--- config.mk ---
export PLATFORM = sky130hd
export DESIGN_NAME = moving_sum_trig
export DESIGN_NICKNAME = d
export VERILOG_FILES = /design/src/rtl/moving_sum_trig.sv
export SDC_FILE = /design/constraint.sdc
export NUM_CORES = 1
export LEC_CHECK = 0
export ABC_AREA = 1
export BUFFER_PORTS_ARGS = -buffer_cell sky130_fd_sc_hd__buf_4
export CORE_MARGIN = 4
export CORE_UTILIZATION = 25
export DETAILED_ROUTE_END_ITERATION = 16
export SLEW_MARGIN = 30
export SYNTH_ARGS = -nofsm -noshare
export SYNTH_HDL_FRONTEND = slang
export SYNTH_SLANG_ARGS = --single-unit
--- constraint.sdc ---
create_clock -name clk -period 2.45 [get_ports clk]
set_clock_uncertainty 0.15 [all_clocks]
set_input_delay 0.49 -clock clk [delete_from_list [all_inputs] [get_ports clk]]
set_output_delay 0.49 -clock clk [all_outputs]
set_load 0.005 [all_outputs]
--- src/rtl/moving_sum_trig.sv ---
// Running window sum (sum += qo - qn) with threshold trigger, sample-counted holdoff and hysteretic re-arm.
// Optional peak capture over the holdoff window is enabled by defining MOVING_SUM_TRIG_PEAK_EN.
module moving_sum_trig #(
   parameter int P_NBITS_DATA = 14,
   parameter int P_NBITS_ADDR = 8,
   parameter int P_NBITS_SUM  = P_NBITS_DATA + P_NBITS_ADDR,
   parameter int P_NBITS_HOLD = 16
) (
   input  logic                    clk,
   input  logic                    rst,
   input  logic                    clr,
   input  logic                    in_stb,
   input  logic                    in_valid,
   input  logic [P_NBITS_DATA-1:0] qo,
   input  logic [P_NBITS_DATA-1:0] qn,
   input  logic [P_NBITS_SUM-1:0]  thresh,
   input  logic [P_NBITS_HOLD-1:0] holdoff,
   output logic [P_NBITS_SUM-1:0]  sum,
   output logic                    sum_stb,
   output logic                    trig,
`ifdef MOVING_SUM_TRIG_PEAK_EN
   output logic [P_NBITS_SUM-1:0]  peak,
   output logic                    peak_stb,
`endif
   output logic                    armed
);

   localparam logic [P_NBITS_HOLD-1:0] HOLD_ZERO = {P_NBITS_HOLD{1'b0}};
   localparam logic [P_NBITS_HOLD-1:0] HOLD_ONE  = {{(P_NBITS_HOLD-1){1'b0}}, 1'b1};
   localparam logic [P_NBITS_SUM-1:0]  SUM_ZERO  = {P_NBITS_SUM{1'b0}};
   localparam logic [P_NBITS_SUM:0]    EXT_ZERO  = {(P_NBITS_SUM+1){1'b0}};

   typedef enum logic {S_PRIME = 1'b0, S_RUN = 1'b1} acc_state_t;
   typedef enum logic [1:0] {T_ARMED = 2'd0, T_HOLD = 2'd1, T_REARM = 2'd2} trig_state_t;

   acc_state_t              acc_state_r, acc_state_n;
   trig_state_t             trig_state_r, trig_state_n;
   logic [P_NBITS_SUM-1:0]  sum_r, sum_n;
   logic                    sum_stb_r, sum_stb_n;
   logic                    trig_r, trig_n;
   logic [P_NBITS_HOLD-1:0] hold_cnt_r, hold_cnt_n;
   logic [P_NBITS_SUM:0]    qo_ext_s, qn_ext_s, acc_s;
   logic                    eval_s;
`ifdef MOVING_SUM_TRIG_PEAK_EN
   logic [P_NBITS_SUM-1:0]  peak_r, peak_n;
   logic                    peak_stb_r, peak_stb_n;
   logic                    peak_pend_r, peak_pend_n;
`endif

   assign qo_ext_s = {{(P_NBITS_SUM+1-P_NBITS_DATA){1'b0}}, qo};
   assign qn_ext_s = {{(P_NBITS_SUM+1-P_NBITS_DATA){1'b0}}, qn};
   // qn only subtracts once the delay line is primed; the extra bit absorbs the intermediate carry.
   assign acc_s    = {1'b0, sum_r} + qo_ext_s - (in_valid ? qn_ext_s : EXT_ZERO);

   // Accumulator next-state and sum update
   always_comb begin
      acc_state_n = acc_state_r;
      sum_n       = sum_r;
      sum_stb_n   = 1'b0;
      if (clr) begin
         acc_state_n = S_PRIME;
         sum_n       = SUM_ZERO;
      end else if (in_stb) begin
         sum_stb_n = 1'b1;
         case (acc_state_r)
            S_PRIME: begin
               sum_n = P_NBITS_SUM'(acc_s);
               if (in_valid) begin
                  acc_state_n = S_RUN;
               end else begin
                  acc_state_n = S_PRIME;
               end
            end
            S_RUN: begin
               if (in_valid) begin
                  sum_n = P_NBITS_SUM'(acc_s);
               end else begin
                  sum_n       = P_NBITS_SUM'(qo_ext_s);
                  acc_state_n = S_PRIME;
               end
            end
            default: begin
               sum_n       = SUM_ZERO;
               acc_state_n = S_PRIME;
            end
         endcase
      end else begin
         sum_stb_n = 1'b0;
      end
   end

   // The trigger only looks at freshly registered sums from a primed window.
   assign eval_s = sum_stb_r && (acc_state_r == S_RUN);

   // Trigger FSM next-state, holdoff counting and peak tracking
   always_comb begin
      trig_state_n = trig_state_r;
      hold_cnt_n   = hold_cnt_r;
      trig_n       = 1'b0;
`ifdef MOVING_SUM_TRIG_PEAK_EN
      peak_n       = peak_r;
      peak_stb_n   = 1'b0;
      peak_pend_n  = 1'b0;
`endif
      if (clr || (acc_state_r == S_PRIME)) begin
         trig_state_n = T_REARM;
         hold_cnt_n   = HOLD_ZERO;
      end else begin
`ifdef MOVING_SUM_TRIG_PEAK_EN
         peak_stb_n = peak_pend_r;
`endif
         if (eval_s) begin
            case (trig_state_r)
               T_ARMED: begin
                  if (sum_r > thresh) begin
                     trig_n     = 1'b1;
                     hold_cnt_n = holdoff;
`ifdef MOVING_SUM_TRIG_PEAK_EN
                     peak_n      = sum_r;
                     peak_pend_n = (holdoff == HOLD_ZERO);
`endif
                     if (holdoff == HOLD_ZERO) begin
                        trig_state_n = T_REARM;
                     end else begin
                        trig_state_n = T_HOLD;
                     end
                  end else begin
                     trig_state_n = T_ARMED;
                  end
               end
               T_HOLD: begin
`ifdef MOVING_SUM_TRIG_PEAK_EN
                  peak_n = (sum_r > peak_r) ? sum_r : peak_r;
`endif
                  if (hold_cnt_r <= HOLD_ONE) begin
                     hold_cnt_n   = HOLD_ZERO;
                     trig_state_n = T_REARM;
`ifdef MOVING_SUM_TRIG_PEAK_EN
                     peak_stb_n   = 1'b1;
`endif
                  end else begin
                     hold_cnt_n = hold_cnt_r - HOLD_ONE;
                  end
               end
               T_REARM: begin
                  if (sum_r <= thresh) begin
                     trig_state_n = T_ARMED;
                  end else begin
                     trig_state_n = T_REARM;
                  end
               end
               default: begin
                  trig_state_n = T_REARM;
                  hold_cnt_n   = HOLD_ZERO;
               end
            endcase
         end else begin
            trig_state_n = trig_state_r;
         end
      end
   end

   // State and output registers
   always_ff @(posedge clk or posedge rst) begin
      if (rst) begin
         acc_state_r  <= S_PRIME;
         trig_state_r <= T_REARM;
         sum_r        <= SUM_ZERO;
         sum_stb_r    <= 1'b0;
         trig_r       <= 1'b0;
         hold_cnt_r   <= HOLD_ZERO;
`ifdef MOVING_SUM_TRIG_PEAK_EN
         peak_r       <= SUM_ZERO;
         peak_stb_r   <= 1'b0;
         peak_pend_r  <= 1'b0;
`endif
      end else begin
         acc_state_r  <= acc_state_n;
         trig_state_r <= trig_state_n;
         sum_r        <= sum_n;
         sum_stb_r    <= sum_stb_n;
         trig_r       <= trig_n;
         hold_cnt_r   <= hold_cnt_n;
`ifdef MOVING_SUM_TRIG_PEAK_EN
         peak_r       <= peak_n;
         peak_stb_r   <= peak_stb_n;
         peak_pend_r  <= peak_pend_n;
`endif
      end
   end

   assign sum     = sum_r;
   assign sum_stb = sum_stb_r;
   assign trig    = trig_r;
   assign armed   = (trig_state_r == T_ARMED);
`ifdef MOVING_SUM_TRIG_PEAK_EN
   assign peak     = peak_r;
   assign peak_stb = peak_stb_r;
`endif

endmodule
; Word-level counts from Yosys, hierarchy flattened
; Index checks and enable logic that the tools add are counted.
[totals]
input_bits = 71
word_cells = 52
out_inout_bits = 25
ff_bits = 43
[op_classes]
n_bitwise = 1
n_reduce_logical = 8
muxes = 26
n_lt_le_gt_ge = 3
add_sub_neg = 3
eq_ne = 5
[op_table]
columns = op, count
row1 = $mux W22, 3
row2 = $mux W16, 4
row3 = $pmux W16 S3, 1
row4 = $pmux W22 S2, 1
row5 = $add A22 B14 Y22, 1
row6 = $gt A22 B22 Y1, 1
row7 = $le A22 B22 Y1, 1
row8 = $sub A22 B14 Y22, 1
row9 = $le A16 B1 Y1 const B, 1
row10 = $logic_not A16 Y1, 1
row11 = $sub A16 B1 Y16 const B, 1
row12 = $mux W14, 1
row13 = $mux W2, 6
row14 = $mux W1, 9
row15 = $pmux W2 S3, 1
row16 = $reduce_bool A2 Y1, 2
row17 = $ne A3 B1 Y1 const B, 1
row18 = $ne A3 B3 Y1 const B, 1
row19 = $reduce_and A3 Y1, 1
row20 = $eq A2 B1 Y1 const B, 1
row21 = $eq A2 B2 Y1 const B, 1
row22 = $logic_not A2 Y1, 1
row23 = $ne A2 B2 Y1 const B, 1
row24 = $reduce_and A2 Y1, 1
row25 = 3 further kinds, 3

; Longest topological paths before layout
; Gate-level depths: netlist of run 1.
[depth]
word_depth = 6
mapped_depth = 17
mapped_depth_nobuf = 15

; Least setup slack after synthesis of run 1
; Ideal clock, no wire load.
[synth_timing]
kind = in2reg
from = input in_valid
to = register sum_r[12], in the netlist sum[12]
t_arrival_ns = 2.661
t_required_ns = 2.173
cell_stages = 14
setup_ns = 0.127
path_buffers = 2
path_slack_ns = -0.487
cell_sequence = clkbuf_1 clkbuf_1 nand2_1 inv_1 fa_1 inv_1 ha_1 a21oi_1 a21boi_0 nand3_1 xnor2_1 nand2_1 nand2_1 o21ai_0
[synth_via]
elab_chain_cells = 6
[synth_lines]
columns = item, line
row1 = start: declaration, 13  ; input logic in_valid,
row2 = $mux W14, 53  ; assign acc_s = {1'b0, sum_r} + qo_ext_s - (in_valid ? qn_ext_s : EXT_ZERO);
row3 = $sub A22 B14 Y22, 53
row4 = $mux W22, 75  ; if (in_valid) begin
row5 = $pmux W22 S2 *, 65  ; case (acc_state_r)
row6 = $mux W22 *, 63  ; end else if (in_stb) begin
row7 = $mux W22 *, 60  ; if (clr) begin
row8 = end signal: assignment, 180  ; sum_r <= sum_n;
row9 = end: declaration, 38  ; logic [P_NBITS_SUM-1:0] sum_r, sum_n;
; Mark *: on every way between the ends. The rest lies on a longest branch, timed or not. The select of a mux whose other input is x is not followed.
; A chain may end at the register's enable or synchronous reset.

; Worst setup path after layout of run 1
[layout_timing]
from = register sum_r[5], in the netlist sum[5]
to = register sum_r[7], in the netlist sum[7]
[layout_via]
elab_chain_cells = 6
[layout_lines]
columns = item, line
row1 = $add A22 B14 Y22 *, 53
row2 = $sub A22 B14 Y22 *, 53
row3 = $mux W22, 75
row4 = $pmux W22 S2 *, 65
row5 = $mux W22 *, 63
row6 = $mux W22 *, 60
; Marked as above.

==> results of run 1 <==
[per-stage QoR]
step / setup TNS [ns] / utilization [%]
2_1_floorplan: -2.47 / -
3_5_place_dp: -7.75 / 34.3
3_3_place_gp: -7.29 / 34.3
5_1_grt: -1.08 / 38.3
4_1_cts: -0.0187 / 35.7
6_report: -0.0418 / 38.3
[per-layer routing]
| metal | share of wire [%] | vias to the layer above | global-route usage (%) |
|---|---|---|---|
| met5 | 0 | - | 0 |
| met4 | 2.0 | 0 | 4.94 |
| met3 | 4.3 | 22 | 1.84 |
| met2 | 53 | 145 | 27.1 |
| met1 | 41 | 2634 | 18.0 |
| li1 | - | 2864 | - |
[power by group through the flow]
stage | combinational (mW) | sequential [mW] | clock [mW]
floorplan | 3.09 | 0.984 | 0
global placement | 4.76 | 0.974 | 0
detailed placement | 4.78 | 0.977 | 0
CTS | 4.99 | 0.959 | 0.834
global route | 6.42 | 0.983 | 0.856
finish | 5.86 | 0.963 | 0.817
[Yosys cell counts, types with 5 or more instances]
library cell | instances | area [um2]
xnor2_1 | 8 | 70.1
fa_1 | 14 | 280
nor2_2 | 6 | 37.5
nor3_1 | 9 | 45.0
o21bai_1 | 5 | 37.5
ha_1 | 46 | 576
nand3_1 | 53 | 265
o21ai_0 | 34 | 170
nand4_1 | 10 | 62.6
inv_1 | 162 | 608
a21oi_1 | 38 | 190
xor2_1 | 8 | 70.1
clkbuf_1 | 7 | 26.3
o211ai_1 | 5 | 37.5
dfrtp_1 | 42 | 1050
nor2_1 | 91 | 342
nand2_1 | 240 | 901
[final cells by class]
type                       instances  area (um2)
tap                              265         332
timing repair buffer             165        1310
sequential                        43        1080
clock buffer                       5         125
inverter                         164         621
multi-input combinational        595        4010
fill                            2093       12100
clock inverter                     3        43.8
[cells in the final DEF, fill, tap and decap left out, drive strengths merged, types with 5 or more instances in the layout]
| cell | instances |
|---|---|
| a21oi | 38 |
| nor2 | 98 |
| nor3 | 9 |
| clkbuf | 6 |
| dfrtp | 42 |
| nand4 | 10 |
| o21bai | 5 |
| nand2 | 245 |
| xor2 | 8 |
| inv | 163 |
| ha | 46 |
| fa | 14 |
| nand3 | 55 |
| o211ai | 5 |
| buf | 164 |
| xnor2 | 8 |
| o21ai | 36 |
[cells by family (layout without fill, tap and decap cells)]
kind of cell	after synthesis	after routing	synth area share (%)
compound gates	94	94	10.4
xor+xnor	16	16	2.78
fa+ha+maj	60	60	17.0
buf+inv	175	337	13.4
flops	43	43	21.3
simple gates	424	425	35.2
[path summary, 6_finish.rpt]
kind | to | slack [ns] | depth (start not counted)
setup / recovery | sum[7]$_DFFE_PP0P_ | -0.03 | 13
hold / removal | hold_cnt_r[3]$_DFFE_PP0P_ | 0.08 | 2
setup reg to reg | sum[7]$_DFFE_PP0P_ | -0.03 | 13
hold reg to reg | hold_cnt_r[1]$_DFFE_PP0P_ | 0.36 | 2
max in group asynchronous | acc_state_r$_DFFE_PP0P_ | 1.49 | 3
min in group clk | sum[6]$_DFFE_PP0P_ | 0.32 | 3
[registers in the layout, summed over array words and instances (netlist names)]
name and cells:
sum_stb 1, trig 1, sum 22, acc_state_r 1, hold_cnt_r 16, trig_state_r 2
[critical path: stages (launching register included)]
cell and delay, ns:
dfrtp_1 0.40, inv_2 0.07, fa_1 0.50, inv_1 0.06, ha_4 0.32, nand2_4 0.08
nor2_2 0.14, nand2_1 0.09, nand2_2 0.09, buf_4 0.12, xnor2_2 0.10, nand2_1 0.06
o211ai_1 0.08, o21ai_1 0.08
[what timing repair did]
item / in CTS / in global routing
setup buffers: 3 / 11
gates cloned: 0 / 2
pin swaps: 12 / 52
setup endpoints to repair: 15 / 34
resized for setup: 19 / 103
==> summary.md, run 1 <==
| Metric | Value |
|---|---|
| Die H | `150 um` |
| Async SR Flop Fraction | `100%` |
| Critical path type | `reg -> reg` |
| N_diodes | `0` |
| Count of different cell masters after synthesis | `38` |
| Antenna violations before repair | `0` |
| CTS tree | `yes` |
| Post-cts hold buffer count | `0` |
| Via count | `5665` |
| EDFF count, synth | `0` |
| Largest net degree at the start of global routing | `25` |
| Core ar. | `19700 um2` |
| Nets | `1105` |
| Fin. max-slew vios | `0` |
| Gpl congestion | `0.965` |
| Post-synthesis sequential area ratio | `21.3%` |
| IO Count | `96` |
| Switch share | `47.8%` |
| Starting DRT DRC Count | `254` |
| Width of the die | `150 um` |
| # DRC | `0` |
| Routed Antenna Nets | `0` |
| CTS Buf Count | `5` |
| Clock transition at the registers of the reported paths | `0.07 ns` |
| Worst slack, placed | `-0.566 ns` |
| Vias in the first global route | `5377` |
| Hold_ws | `0.0804 ns` |
| IO buf count | `95` |
| CTS Buffer Depth | `2` |
| Final Cycle Share | `101%` |
| HP Class | `in -> async` |
| Design Power | `7.64 mW` |
| Htree depth | `2` |
| DP Wirelength | `14000 um` |
| NetSw | `3.65 mW` |
| Initial Utilization | `25.7%` |
| Maximum VDD drop | `495 uV` |
| First-pass GRT wire length | `26300 um` |
| Cells after Synth | `812` |
| Crit Path Max Fanout | `4` |
| Final WL | `17400 um` |
| CP startpoint kind | `flip-flop` |
| Crit path from | `sum[5]$_DFFE_PP0P_` |
| Power per Cell Area | `1020 nW/um2` |
| Pre-antenna DRT Iters | `5` |
| Synth Register Bits | `43` |
| Die area | `22500 um2` |
| Leakage | `4.06 nW` |
| Clk pwr share | `10.7%` |
| Endpoints failing setup | `2` |
| Clock tree sinks | `43` |
| Critical path capture point type | `flip-flop` |
| GRT overflow | `0` |
| Outcome | `finished, violations left` |
| Slew @ Worst Pin | `0.578 ns` |
| RSZ-0062 raised after global routing | `true` |
| Final hold vios | `0` |
| Worst reg2reg startpoint | `sum[5]$_DFFE_PP0P_` |
| P_int | `3.99 mW` |
| Post-DP Area | `6740 um2` |
| Area delta synth->final | `48.9%` |
| Yosys warns | `0` |
| Rows | `51` |
| Clock root buffer | `clkbuf_16` |
| Combinational power share | `76.7%` |
| Placed Cells | `1218` |
| Worst EP arrival | `2.50 ns` |
| Wire per inst | `14.0 um` |
| Fmax | `0.404 GHz` |
| Mapped Avg Cell Area | `6.22 um2` |
| Design area | `7520 um2` |
| Post-layout minimum cycle time | `2.48 ns` |
| Share of layout cells above drive strength 1 | `31.8%` |
| Max-slew headroom at the worst pin | `61.4%` |
| GRT Total Usage | `14.8%` |
| Ys flop type | `dfrtp_1` |
| Post-Syn Area | `5050 um2` |
| Syn Nets | `943` |
| Worst-Skew Late Latency | `0.31 ns` |
| Failing checks | `setup timing` |
| Max cap viols | `0` |
| Post-route setup slack | `-0.0279 ns` |
| Final cell count without fillers | `1240` |
| Worst EP required | `2.48 ns` |
| Via/cell ratio | `4.57` |
| Sequential power share | `12.6%` |
(Power assumes the default switching activity.)
==> run 2: changes to the inputs <==
- CTS_BUF_LIST: default -> sky130_fd_sc_hd__clkbuf_4 sky130_fd_sc_hd__clkbuf_8
==> summary.md, run 2 (same netlist as run 1, synthesis figures left out) <==
| Metric | Value |
|---|---|
| Outcome | `finished, violations left` |
| Failing checks | `setup timing` |
| Highest-delay cell along the critical path | `fa_1` |
| Power per Cell Area | `972 nW/um2 (-4.4%)` |
| NetSw | `3.54 mW (-3.1%)` |
| Crit-path cells | `inv_2 -> fa_1 -> inv_2 -> ha_4 -> nand3_4 -> nor2_4 -> inv_1 -> o211ai_1 -> buf_4 -> nand2_2 -> nand3_1 -> nand3_1 -> nand2_1 -> o21ai_0` |
| Gpl congestion | `0.965 (unchanged)` |
| Sequential power share | `13.1% (+0.5 points)` |
| Final hold vios | `0 (unchanged)` |
| DP Wirelength | `14000 um (unchanged)` |
| Area delta synth->final | `49.3%` |
| Nets | `1112 (+0.63%)` |
| Leakage | `4.03 nW (-0.79%)` |
| Final Cycle Share | `100% (-0.80 points)` |
| GRT Total Usage | `14.8% (-0.029 points)` |
| Worst EP arrival | `2.51 ns (about the same)` |
| Core ar. | `19700 um2 (unchanged)` |
| Via count | `5663 (-0.035%)` |
| CP startpoint kind | `flip-flop` |
| P_int | `3.79 mW (-5.1%)` |
| Endpoints failing setup | `2 (unchanged)` |
| Switch share | `48.3% (+0.52 points)` |
| RSZ-0062 raised after global routing | `true` |
| Routed Antenna Nets | `0 (unchanged)` |
| Max reg flops | `22 (unchanged)` |
| Final WL | `17300 um (-0.55%)` |
| Placed Cells | `1218 (unchanged)` |
| HP Class | `in -> async` |
| Post-cts hold buffer count | `0 (unchanged)` |
| Critical path capture point type | `flip-flop` |
| Final cell count without fillers | `1247 (+0.56%)` |
| Worst-Skew Late Latency | `0.33 ns (+0.02 ns)` |
| Starting DRT DRC Count | `300 (+18%)` |
| Htree depth | `2 (unchanged)` |
| Post-layout minimum cycle time | `2.46 ns (-0.0197 ns)` |
| Top delay family on crit path | `adder cells` |
| Commonest non-fill, non-tap cell in the layout | `nand2_1` |
| Setup TNS | `-0.00829 ns (+0.0335 ns)` |
| Largest net degree at the start of global routing | `25 (unchanged)` |
| # DRC | `0 (unchanged)` |
| Die area | `22500 um2 (unchanged)` |
| Design area | `7540 um2 (+0.25%)` |
| Clk pwr share | `8.4% (-2.3 points)` |
| Max-slew headroom at the worst pin | `59.3% (-2.1 points)` |
| Clock root buffer | `clkbuf_8` |
| CP peak stage delay | `0.49 ns (about the same)` |
| IO Count | `96 (unchanged)` |
| Clock tree sinks | `43 (unchanged)` |
| Initial Utilization | `25.7% (unchanged)` |
| GRT overflow | `0 (unchanged)` |
| Design Power | `7.33 mW (-4.1%)` |
| Antenna violations before repair | `0 (unchanged)` |
| Share of layout cells above drive strength 1 | `33.0% (+1.2 points)` |
| CTS Buffer Depth | `2 (unchanged)` |
| Post-route setup slack | `-0.00818 ns (+0.0197 ns)` |
| CTS tree | `yes` |
| Fmax | `0.407 GHz (+0.80%)` |
| Post-DP Area | `6740 um2 (unchanged)` |
| CTS Buf Count | `5 (unchanged)` |
| Slew @ Worst Pin | `0.608 ns (+0.0301 ns)` |
| Worst path bufs/invs | `4 (+1)` |
| Combinational power share | `78.5% (+1.8 points)` |
| IO buf count | `95 (unchanged)` |
| Fin. max-slew vios | `0 (unchanged)` |
| Max cap viols | `0 (unchanged)` |
| Maximum VDD drop | `443 uV (-11%)` |
| Wire per inst | `13.8 um (-1.1%)` |
| Width of the die | `150 um (unchanged)` |
| Pre-antenna DRT Iters | `5 (unchanged)` |
| Crit Path Max Fanout | `4 (unchanged)` |
| Rows | `51 (unchanged)` |
| Die H | `150 um (unchanged)` |
| First-pass GRT wire length | `26300 um (+0.24%)` |
| Worst slack, placed | `-0.566 ns (unchanged)` |
| N_diodes | `0 (unchanged)` |
| Commonest cells after routing, fill and taps aside | `nand2_1, buf_4, inv_1` |
| Final core occ | `38.3% (+0.095 points)` |
| Critical path type | `reg -> reg` |
| Hold_ws | `0.0521 ns (-0.0283 ns)` |
| Vias in the first global route | `5377 (unchanged)` |
| Via/cell ratio | `4.54 (-0.60%)` |
| Clock transition at the registers of the reported paths | `0.10 ns (+0.03 ns)` |
| Worst EP required | `2.50 ns (+0.02 ns)` |
run 2: repair_timing:
action	in CTS	in global routing
buffers inserted	4	16
gates resized for setup	15	108
cloned	0	2
setup endpoints to repair	13	34
pin swaps	8	52
run 2: worst paths after layout:
kind                                      startpoint                   endpoint  slack (ns)  depth (start not counted)
max in group asynchronous                        rst         sum[6]$_DFFE_PP0P_        1.51                          3
setup reg to reg                  sum[2]$_DFFE_PP0P_        sum[13]$_DFFE_PP0P_      -0.008                         14
hold reg to reg            hold_cnt_r[1]$_DFFE_PP0P_  hold_cnt_r[1]$_DFFE_PP0P_        0.38                          2
setup / recovery                  sum[2]$_DFFE_PP0P_        sum[13]$_DFFE_PP0P_      -0.008                         14
hold / removal                                   rst  hold_cnt_r[1]$_DFFE_PP0P_        0.05                          2
min in group clk                               qo[6]         sum[6]$_DFFE_PP0P_        0.29                          3
run 2: cell type report:
class                   count  area (um2)
clock buffers               5        68.8
flip-flops and latches     43        1080
well taps                 265         332
fillers                  2084       12100
multi-input cells         595        4020
repair buffers            172        1380
inverters                 164         621
clock inverters             3        43.8
run 2: layer usage:
layer / up-vias / global-route usage, % / wire [um]
li1: 2871 / - / -
met1: 2661 / 18.0 / 7260
met2: 109 / 27.3 / 8990
met4: 0 / 4.21 / 376
met5: - / 0 / 0
met3: 22 / 1.84 / 635
run 2: power by group through the flow:
stage / registers (mW) / logic [mW] / clock network (mW)
2_1_floorplan: 0.984 / 3.09 / 0
3_3_place_gp: 0.974 / 4.76 / 0
3_5_place_dp: 0.977 / 4.78 / 0
4_1_cts: 0.957 / 4.97 / 0.633
5_1_grt: 0.980 / 6.34 / 0.652
6_report: 0.959 / 5.75 / 0.616
